### config.mk
export PLATFORM = sky130hd
export DESIGN_NAME = free_list
export DESIGN_NICKNAME = d
export VERILOG_FILES = /design/src/rtl/free_list.sv
export SDC_FILE = /design/constraint.sdc
export NUM_CORES = 1
export LEC_CHECK = 0
export CORE_UTILIZATION = 56
export CTS_CLUSTER_SIZE = 8
export DETAILED_ROUTE_END_ITERATION = 10
export MAX_ROUTING_LAYER = met4
export PLACE_DENSITY_LB_ADDON = 0.12
export SETUP_SLACK_MARGIN = 0.05
export SLEW_MARGIN = 10
export SYNTH_ARGS = -nofsm -noshare
export SYNTH_HDL_FRONTEND = slang
export SYNTH_SLANG_ARGS = --single-unit
### constraint.sdc
create_clock -name clk -period 3.8 [get_ports clk]
set_input_delay 0.38 -clock clk [delete_from_list [all_inputs] [get_ports clk]]
set_output_delay 0.38 -clock clk [all_outputs]
set_load 0.05 [all_outputs]
### src/rtl/free_list.sv
// -----------------------------------------------------------------------------
// free_list
//   Circular FIFO of free physical register tags for rename/dispatch.
//   Dispatch pops tags from the head. Retire pushes old destination tags at
//   the tail. A branch mispredict rewinds the head to the index checkpointed
//   for that branch. This returns every wrong-path tag in a single cycle.
//
// Ports
//   clk             clock
//   rst             synchronous active-high reset; overrides every other input
//   alloc_en_i      dispatch consumes fl_tag_o this cycle
//   retire_en_i     push retire_tag_i at the tail
//   retire_tag_i    old destination tag from the ROB
//   br_recovery_i   mispredict recovery; drops this cycle's alloc
//   recover_head_i  checkpointed head index to restore
//   fl_tag_o        tag stored at the head
//   fl_cur_head_o   current head index (checkpointed by the ROB)
//   fl_empty_o      no free tag available; dispatch must stall
//   fl_err_o        sticky: a retire arrived while the list was full
// -----------------------------------------------------------------------------
module free_list #(
  parameter int PRF_IDX_W = 6,
  parameter int FL_DEPTH  = 32
) (
  input  logic                 clk,
  input  logic                 rst,
  input  logic                 alloc_en_i,
  input  logic                 retire_en_i,
  input  logic [PRF_IDX_W-1:0] retire_tag_i,
  input  logic                 br_recovery_i,
  input  logic [PRF_IDX_W-2:0] recover_head_i,
  output logic [PRF_IDX_W-1:0] fl_tag_o,
  output logic [PRF_IDX_W-2:0] fl_cur_head_o,
  output logic                 fl_empty_o,
  output logic                 fl_err_o
);

  localparam int PTR_W = PRF_IDX_W - 1;
  localparam logic [PRF_IDX_W-1:0] FULL_COUNT = PRF_IDX_W'(FL_DEPTH);

  // Every slot has a reset value, so the storage is a register array and
  // not a block RAM.
  logic [PRF_IDX_W-1:0] mem [FL_DEPTH];

  logic [PTR_W-1:0]     head_reg;
  logic [PTR_W-1:0]     head_next;
  logic [PTR_W-1:0]     tail_reg;
  logic [PTR_W-1:0]     tail_next;
  logic [PRF_IDX_W-1:0] count_reg;
  logic [PRF_IDX_W-1:0] count_next;
  logic                 err_reg;

  logic                 empty;
  logic                 full;
  logic                 alloc_ok;
  logic                 retire_ok;
  logic                 overflow;
  logic [PTR_W-1:0]     rollback_dist;

  assign empty     = (count_reg == '0);
  assign full      = (count_reg == FULL_COUNT);
  // A recovery cycle drops the alloc. The dispatched instruction is on the
  // wrong path.
  assign alloc_ok  = alloc_en_i & ~empty & ~br_recovery_i;
  assign retire_ok = retire_en_i & ~full;
  assign overflow  = retire_en_i & full;

  // The pointer arithmetic wraps modulo FL_DEPTH. This gives the number of
  // tags allocated since the checkpoint. At most FL_DEPTH-1 allocations can
  // follow a branch in flight, so this value is never ambiguous.
  assign rollback_dist = head_reg - recover_head_i;

  always_comb begin
    head_next  = head_reg;
    tail_next  = tail_reg;
    count_next = count_reg;

    if (br_recovery_i) begin
      head_next  = recover_head_i;
      count_next = count_reg + PRF_IDX_W'(rollback_dist) + PRF_IDX_W'(retire_ok);
    end else begin
      if (alloc_ok) begin
        head_next = head_reg + PTR_W'(1);
      end
      case ({alloc_ok, retire_ok})
        2'b10:   count_next = count_reg - PRF_IDX_W'(1);
        2'b01:   count_next = count_reg + PRF_IDX_W'(1);
        default: count_next = count_reg;
      endcase
    end

    if (retire_ok) begin
      tail_next = tail_reg + PTR_W'(1);
    end
  end

  always_ff @(posedge clk) begin
    if (rst) begin
      head_reg  <= '0;
      tail_reg  <= '0;
      count_reg <= FULL_COUNT;
      err_reg   <= 1'b0;
    end else begin
      head_reg  <= head_next;
      tail_reg  <= tail_next;
      count_reg <= count_next;
      if (overflow) begin
        err_reg <= 1'b1;
      end
    end
  end

  // One register per slot. After reset the list holds tags
  // FL_DEPTH..2*FL_DEPTH-1. Tags 0..FL_DEPTH-1 back the architectural map.
  // Recovery never writes here: rolled-back tags are still in their slots.
  generate
    for (genvar gi = 0; gi < FL_DEPTH; gi++) begin : g_slot
      always_ff @(posedge clk) begin
        if (rst) begin
          mem[gi] <= PRF_IDX_W'(FL_DEPTH + gi);
        end else if (retire_ok && (tail_reg == PTR_W'(gi))) begin
          mem[gi] <= retire_tag_i;
        end
      end
    end
  endgenerate

  assign fl_tag_o      = mem[head_reg];
  assign fl_cur_head_o = head_reg;
  assign fl_empty_o    = empty;
  assign fl_err_o      = err_reg;

endmodule
Yosys cells after proc, flatten, opt, wreduce, memory -nomap -nowiden
Memories as Yosys holds them, arrays and structs flattened. A register that Yosys moved wholly into a read port is not among the register bits.
Index checks and enable logic that the tools add are counted.

word-level totals
  output and inout port bits = 13
  word-level logic and storage cells = 257
  register bits after elaboration = 17
  bits in writable memories = 192
  memories = 1

operators by class
  multiplexer cells = 136
  eq/ne operators = 34
  bitwise operators = 39
  reduce and logical (&&, ||, !) cells = 36
  $add $sub $neg = 7

memory list
  name  words  width  rd ports  clocked after memory_dff  write ports  line  RTL
  mem   32     6      1         1                         32           43    logic [PRF_IDX_W-1:0] mem [FL_DEPTH];

operators by type and width
  operator                                                               number
  6-bit two-way mux                                                      33
  1-bit two-way mux                                                      98
  5-bit equality test, second input constant                             16
  5-bit by 4-bit equality test with 1-bit output, second input constant  8
  1-bit logical AND                                                      32
  1-bit bitwise OR                                                       32
  5-bit by 3-bit equality test with 1-bit output, second input constant  4
  5-bit two-way mux                                                      4
  6-bit one-hot mux with 2 select lines                                  1
  5-bit by 1-bit adder with 5-bit output, second input constant          2
  5-bit by 2-bit equality test with 1-bit output, second input constant  2
  6-bit by 1-bit adder with 6-bit output                                 1
  6-bit by 1-bit adder with 6-bit output, second input constant          1
  6-bit by 5-bit adder with 6-bit output                                 1
  6-bit equality test, second input constant                             1
  6-bit zero test                                                        1
  6-bit by 1-bit subtractor with 6-bit output, second input constant     1
  5-bit by 1-bit equality test with 1-bit output, second input constant  1
  5-bit zero test                                                        1
  5-bit subtractor                                                       1
  1-bit AND                                                              4
  1-bit NOT                                                              3
  3-bit nonzero test                                                     1
  2-bit by 1-bit equality test with 1-bit output, second input constant  1
  other kinds (2)                                                        2

Longest topological paths before layout
  word-level depth = 8
  depth in mapped cells = 12

Least setup slack after synthesis
OpenSTA, ideal clock, no wires.

  kind = input -> register
  start = input retire_en_i
  end = register count_reg[4]
  library setup time = 95 ps
  arrival time = 2789 ps
  stages = 12
  path slack = 916 ps
  cell sequence = clkbuf_1 > inv_1 > a31oi_1 > clkbuf_1 > inv_2 > fa_1 > fa_1 > inv_1 > a21o_1 > a21oi_1 > xor2_1 > a221oi_1

between the ends
  word-level cells in the longest chain between the ends = 4

RTL lines
  element                                                                                         line  RTL
  start: declaration                                                                              28    input logic retire_en_i,
  1-bit AND *                                                                                     65    assign retire_ok = retire_en_i & ~full;
  parallel branches: the longest is 3 deep, another holds 6-bit by 1-bit adder with 6-bit output  -
  end signal: assignment                                                                          106   count_reg <= count_next;
  end: declaration                                                                                49    logic [PRF_IDX_W-1:0] count_reg;

Mark *: on every way between the ends.
A chain may end at the register's enable or synchronous reset.

==> flow_metrics.tcl <==
set metrics [dict create \
    clockPowerShare_pct 36.6 \
    fin_cells 1063 \
    endpoint_kind "output port" \
    status "finished clean" \
    yosys.area_share.simple_pct 15.03 \
    ir_worst_vdd_v 0.0003941 \
    p_sw_mw 1.980 \
    die_y_um 139.6 \
    finalMaxSlewViolations 0 \
    grt_pass1_wl_um 41460 \
    pwr-share-comb_pct 21.6 \
    cts_tree "built" \
    drc 0 \
    first_pass_iters 5 \
    powerDensity_nw_per_um2 556.1 \
    grt_pass1_vias 6893 \
    cts-root-buf "clkbuf_16" \
    finalSetupViolCount 0 \
    cp-start-kind "flop" \
    ys_types 48 \
    hold_viol 0 \
    synth_compound_area_share_pct 4.494 \
    wl_per_cell_um 25.22 \
    path_clk_slew_ns 0.05 \
    synthMuxAreaShare_pct 13.98 \
    yosysSeqAreaShare_pct 58.50 \
    dp_hpwl_um 17850 \
    worst_slew_pin_slew_ns 1.173 \
    numCtsBuffers 30 \
    synthAdderAreaFrac_pct 2.996 \
    fin_nets 849 \
    synth-xor-area-share_pct 1.651 \
    nFillCells 1303 \
    io_pins 29 \
    synth_edf_count 192 \
    dr_total_vias 6976 \
    fin_crit_ns 3.578 \
    synth_top_family_by_area "simple AND/OR/NAND/NOR gates" \
    drtIter0Drc 881 \
    crit_arrival_ns 3.20 \
    critPathKind "flop to output port" \
    clock_sinks 214 \
    internal_power_mw 4.763 \
    finalClockSkew_ns 0.01130 \
    p_leak_nw 3.940 \
    clockBufferDepth 3 \
    max_freq_mhz 279.5 \
    hold_class "input port to flop" \
    routed_wirelength_um 26810 \
    slew_headroom_pct 21.53 \
    syn2layout_area_growth_pct 14.31 \
    seqPwrFrac_pct 41.9 \
    dieArea_um2 19500 \
    cp_max_fo 24 \
    cts_hold_buf 0 \
    syn_area_per_cell_um2 13.74 \
    finalWeightedCongestion 0.9195 \
    start_util_pct 58.06 \
    fp.dieW_um 139.6 \
    antenna_found_initial 0 \
    cap_violations 0 \
    core-area_um2 18270 \
    rsz0062_at_grt "false" \
    grtUsageTotal_pct 29.50 \
    antennaDiodeCount 0 \
    synth_area_um2 10610 \
    setup_tns_ns 0 \
    swShare_pct 29.36 \
    viasPerCell 6.563 \
    ys_seq_elements 214 \
    required_ns 3.42 \
    syn_inst 772 \
    num_rows 49 \
    insertion_delay_ns 0.54 \
    grt_remaining_overflow 0 \
    whs_ns 0.4684 \
    drive_gt1_share_pct 18.71 \
    dp_cells 1007 \
    synth_flop_cell "edfxtp_1" \
    postRouteAntennaNets 0 \
    htreeDepth 1 \
    largest_reg_flops 192 \
    async_flop_share_pct 0 \
    yosysWarnings 0 \
    grt_max_degree 59 \
    syn-num-nets 811 \
    final_util_pct 66.37 \
    port_buffers 28 \
    finalCritPeriodShare_pct 94.17 \
]
-- cell families after synthesis --
group,count (synthesis)
mux,72
compound gates,76
xor+xnor,20
fa+ha+maj,23
simple gates,279
buf+inv,88
flops,214
-- metrics by stage --
| step | setup slack [ns] | cell area (um2) | total power [mW] |
|---|---|---|---|
| global route | 0.1377 | 12130 | 6.989 |
| floorplan | 0.9160 | 10610 | 3.843 |
| detailed placement | 0.4121 | 11270 | 4.311 |
| finish | 0.2217 | 12130 | 6.743 |
| global placement | 0.5150 | 11270 | 4.254 |
| CTS | 0.1800 | 12140 | 6.749 |
-- area by class of cell --
| type | count | area, um2 | share of cell area, % |
|---|---|---|---|
| well taps | 229 | 286.5 | 2.363 |
| repair buffers | 75 | 640.6 | 5.283 |
| clock buffers | 56 | 869.6 | 7.172 |
| flip-flops and latches | 214 | 6211 | 51.22 |
| multi-input cells | 470 | 4046 | 33.37 |
| inverters | 19 | 71.32 | 0.5882 |
-- critical path: stages (launching register included) --
cell	delay [ns]
dfxtp_4	0.57
buf_12	0.27
mux4_2	0.56
mux4_2	0.54
mux2_2	0.30
dlygate4sd2_1	0.42
-- cells in the mapped netlist (5+ instances only) --
cell type	instances	area (um2)
a21oi_1	14	70.07
nand2_1	27	101.4
edfxtp_1	192	5766
a211oi_1	6	45.04
nand3_1	25	125.1
mux2_2	7	78.83
o21ai_0	33	165.2
and3_1	70	437.9
or2_1	10	62.56
nor2_1	18	67.56
xor2_1	8	70.07
buf_1	5	18.77
and2_1	12	75.07
clkbuf_1	56	210.2
ha_1	19	237.7
buf_2	5	25.02
inv_1	17	63.81
dfxtp_1	22	440.4
mux4_2	60	1351
o21a_1	5	37.54
nor3_1	17	85.08
or3_1	86	538.0
xnor2_1	12	105.1
-- power groups by stage --
stage | logic [mW] | registers [mW] | clock network (mW)
after floorplan | 1.03 | 2.81 | 0
after global placement | 1.40 | 2.86 | 0
after detailed placement | 1.45 | 2.86 | 0
after CTS | 1.44 | 2.82 | 2.49
after global routing | 1.57 | 2.83 | 2.59
final | 1.45 | 2.82 | 2.47
-- path summary, 6_finish.rpt --
path	depth (start not counted)	endpoint	start	slack, ns
min reg2reg	2	fl_err_o	fl_err_o	0.50
min	3	fl_cur_head_o[3]	recover_head_i[3]	0.47
max reg2reg	9	count_reg[3]	count_reg[1]	0.70
max	5	fl_tag_o[2]	flop	0.22
-- cells in the final DEF (no fill, tap or decap), drive strengths merged, types with 9 or more instances in the layout --
master         netlist  layout
nor3                17      17
o21ai               33      33
mux4                60      60
buf                 13      49
nor2                19      19
dfxtp               22      22
inv                 19      19
mux2                 9       9
clkdlybuf4s50        0      20
clkbuf              56      56
nand2               27      27
and3                70      70
ha                  19      19
or2                 10      10
a21oi               14      14
xnor2               12      12
edfxtp             192     192
or3                 86      86
nand3               25      25
and2                12      12
-- timing repair --
item                       CTS  global route
setup endpoints to repair    6             0
setup buffers                0             0
gates resized for setup      6             0
-- per-layer routing --
layer | up-vias | global-route usage, % | share of wire (%)
met3 | 57 | 4.921 | 10
met1 | 3428 | 41.50 | 40
met4 | 0 | 7.924 | 2.4
met5 | - | - | 0
li1 | 3072 | - | -
met2 | 419 | 44.99 | 47
Note: power is estimated with default switching activity, not from simulation.
==> patch 1 (same settings) <==
The parameter `PRF_IDX_W` goes from 6 to 7.
--- a/src/rtl/free_list.sv
+++ b/src/rtl/free_list.sv
@@ -19,7 +19,7 @@
 //   fl_err_o        sticky: a retire arrived while the list was full
 // -----------------------------------------------------------------------------
 module free_list #(
-  parameter int PRF_IDX_W = 6,
+  parameter int PRF_IDX_W = 7,
   parameter int FL_DEPTH  = 32
 ) (
   input  logic                 clk,
Ports: changed (resized fl_cur_head_o, fl_tag_o, recover_head_i and retire_tag_i); port bits go from 29 to 33. No check against the original RTL was run, so the function may have changed too.
==> patch 1 against the unedited design <==
Design area is 13% higher; highest routed layer unchanged; worst setup slack better by 0.049 ns; largest power group unchanged; area after synthesis up 15%; global-route usage decreased by 0.086 points; count of clock-buffer cells in the layout is 6 lower; power rose by 15%; die area rose by 15%; wire length grew 15%; sequential cell count up 35.
==> patch 1: results (changes against the unedited design) <==
Logic inverters = 17 (-2)
Seq. cell area = 7230 sq um (+16%)
DP HPWL = 19500 um (+9.0%)
Fin worst setup slack = 0.271 ns (+0.0489 ns)
IO Port Bufs = 32 (+14%)
Synth cell count leaders = edfxtp_1 (224), clkbuf_1 (84), or3_1 (82)
Hold/Removal Path Class = reg -> reg
Total GRT Usage = 0.294 (-0.000856)
LEAKAGE = 4.45 nW (+13%)
Netlist cell types = 46 (-4.2%)
Max FFs per register = 224 (+17%)
Global Route met1 Usage = 0.379 (-0.0357)
Slowest cell on crit path = mux4_2
1st-iter DRT viols = 980 (+11%)
Routed met3 length = 3010 um (+13%)
Clk power = 0.00286 W (+16%)
Clock-cell share = 0.0715 (-0.000177)
Hold Path Sink = tail_reg[1]
Fin Clk Skew = 0.0112 ns (-0.000134 ns)
Net switching power figure = 0.00228 W (+15%)
CP Max Fanout = 22 (-8.3%)
Number of buffers created by CTS = 37 (+23%)
First-pass GRT wire length = 46600 um (+12%)
Syn avg cell area = 13.8 sq um (+0.21%)
Sequential area share after synthesis = 0.591 (+0.00603)
Maximum vdd drop = 0.411 mV (+4.3%)
Outcome = complete, no violations
Post-synth EDFFs = 224 (+17%)
Vias in the first global route = 7982 (+16%)
Cell depth of the worst min-delay path = 2 (-1)
Hold wc startpoint = tail_reg[1]
Fin nets = 934 (+10%)
Max-slew headroom = 0.173 (-0.0426)
RR Endpoint = count_reg[6]
Cells after DPL = 1127 (+12%)
Non-clk bufs = 57 (-24%)
Pin count of the biggest net entering global routing = 45 (-24%)
RR Startpoint = count_reg[6]
Synthesized flop and latch total = 249 (+16%)
DR WL met2 = 15200 um (+20%)
Global placement routability congestion = 0.948 (+3.1%)
Reg2reg path depth = 10 (+1)
## patch 1: timing repair
action                                  CTS  global route
buffers inserted                          0             0
endpoints found under the setup margin    7             0
gates resized for setup                   7             0
## patch 1: cell families after synthesis
group | share of synthesized area
simple gates | 0.142
compound gates | 0.0502
flops | 0.591
mux | 0.139
buf+inv | 0.0348
xor+xnor | 0.0143
fa+ha+maj | 0.0280
## patch 1: worst max path at each step
stage / from / endpoint / cells past startpoint
global route: count_reg[0] / count_reg[6] / 10
global placement: register / fl_tag_o[5] / 5
finish: register / fl_tag_o[6] / 5
CTS: register / fl_tag_o[5] / 5
detailed placement: count_reg[0] / count_reg[6] / 10
floorplan: count_reg[0] / count_reg[6] / 10
## patch 1: stage by stage
step | area, sq um | total power [W] | hold slack (ns)
final | 13700 | 0.00778 | 0.518
after global routing | 13700 | 0.00803 | 0.523
after CTS | 13700 | 0.00776 | 0.507
after detailed placement | 12800 | 0.00495 | 0.486
after global placement | 12800 | 0.00489 | 0.484
after floorplan | 12200 | 0.00441 | 0.482
==> patch 2 (same settings) <==
Made on the original files. Put one more register stage on the output `fl_err_o`. The value now appears one clock later. The other outputs are not delayed to match.
--- a/src/rtl/free_list.sv
+++ b/src/rtl/free_list.sv
@@ -128,6 +128,8 @@
   assign fl_tag_o      = mem[head_reg];
   assign fl_cur_head_o = head_reg;
   assign fl_empty_o    = empty;
-  assign fl_err_o      = err_reg;
+  always_ff @(posedge clk) begin
+    fl_err_o <= err_reg;
+  end
 
 endmodule
Behaviour: not the same (Yosys sat finds a counterexample within 4 cycles, from zero or initial values and one cycle with rst high).
==> patch 2 against the unedited design <==
Power up 0.27%; first-iteration DRC count down 28%; global-route usage down 0.24 points; wire length about the same; worst setup slack better by 0.082 ns; register-to-register slack worse by 0.02 ns; critical endpoint is now fl_tag_o[0]; design area up 0.65%; area after synthesis up 0.19%; sequential cell count up 1; worst hold slack worse by 0.12 ns; cell count up 0.75%.
==> patch 2: results (changes against the unedited design) <==
Total GRT Usage = 0.293 (-0.00241)
Maximum vdd drop = 0.376 mV (-4.7%)
Dominant cells by area after synthesis = edfxtp_1 (54%), mux4_2 (13%), or3_1 (5.1%), dfxtp_1 (4.3%), and3_1 (4.1%)
CP Max Fanout = 14 (-42%)
Final WL = 26800 um (about the same)
LEAKAGE = 3.98 nW (+1.0%)
Critical path arrival = 3.12 ns (-0.08 ns)
Syn_nets = 812 (+0.12%)
1st-iter DRT viols = 631 (-28%)
Layout cells sized above 1 = 0.188 (+0.000524)
Synth cell count leaders = edfxtp_1 (192), or3_1 (86), and3_1 (70)
Number of buffers created by CTS = 30 (unchanged)
H-tree depth = 1 (unchanged)
Fin nets = 852 (+0.35%)
Fin Clk Skew = 0.0192 ns (+0.00795 ns)
Largest stage delay on the critical path = 0.53 ns (-0.04 ns)
Outcome = complete, no violations
Final Hold Slack = 0.353 ns (-0.115 ns)
Sequential area share after synthesis = 0.586 (+0.000782)
Internal reg-to-reg setup slack = 0.68 ns (-0.02 ns)
DR vias = 6960 (-0.23%)
Diodes inserted = 0 (unchanged)
DP HPWL = 18000 um (+0.90%)
First-pass GRT wire length = 41500 um (+0.12%)
Hold/Removal Path Class = reg -> reg
Global placement routability congestion = 0.914 (-0.62%)
Max-slew headroom = 0.0951 (-0.120)
patch 2: cell types whose count changed in the layout (fill, tap and decap cells not counted):
cell / change
buf_12: +2
dlygate4sd2_1: -2
dlymetal6s2s_1: +2
buf_2: -1
clkdlybuf4s50_1: +1
dfxtp_1: +1
patch 2: power by group:
group,switching (W),internal [W],total (W)
logic,0.000882,0.000579,0.00146
clock network,0.000959,0.00151,0.00247
registers,0.000138,0.00269,0.00283
patch 2: cell type report:
type | instances | area, sq um
flip-flops and latches | 215 | 6230
multi-input cells | 470 | 4050
fillers | 1338 | 6440
well taps | 234 | 293
repair buffers | 77 | 693
inverters | 19 | 71.3
clock buffers | 56 | 870
patch 2: cell families (layout without fill, tap and decap cells):
group,Yosys count,count (layout),synth area share
xor+xnor,20,20,0.0165
simple gates,279,279,0.150
fa+ha+maj,23,23,0.0299
compound gates,76,76,0.0449
mux,72,72,0.140
buf+inv,88,152,0.0334
flops,215,215,0.586
patch 2: per-stage QoR:
stage               worst slack (ns)  std cells  cell area (sq um)  total power, W
detailed placement             0.549       1015              11300         0.00432
CTS                           0.0956       1071              12200         0.00677
global route                   0.196       1071              12200         0.00700
finish                         0.304       1071              12200         0.00676
global placement               0.585       1015              11300         0.00427
floorplan                      0.916        773              10600         0.00386
patch 2: worst paths after layout:
kind                                   start           end  cells past startpoint
worst min register to register       err_reg      fl_err_o                      0
worst min-delay path                 err_reg      fl_err_o                      0
worst max register to register  count_reg[0]  count_reg[5]                      9
worst max-delay path                register   fl_tag_o[0]                      5
patch 2: worst reg2reg max path, cell delays in order, from the launching register on:
cell and delay [ns]:
dfxtp_1 0.38, or4_4 0.61, o31ai_4 0.32, o21ai_0 0.36, ha_1 0.40, a211oi_1 0.31
o21bai_1 0.12, a21oi_1 0.21, xnor2_1 0.10, a211oi_1 0.22
patch 2: layer usage:
metal  vias to the layer above  track usage  share of wire
li1                       3064            -              -
met3                        38       0.0520          0.085
met4                         0       0.0740          0.018
met2                       336        0.447           0.48
met5                         -            -              0
met1                      3522        0.409           0.42
patch 2: repair_timing:
| action | in CTS | in global routing |
|---|---|---|
| setup endpoints to repair | 4 | 2 |
| hold endpoints to repair | 0 | 0 |
| gates resized for setup | 4 | 2 |
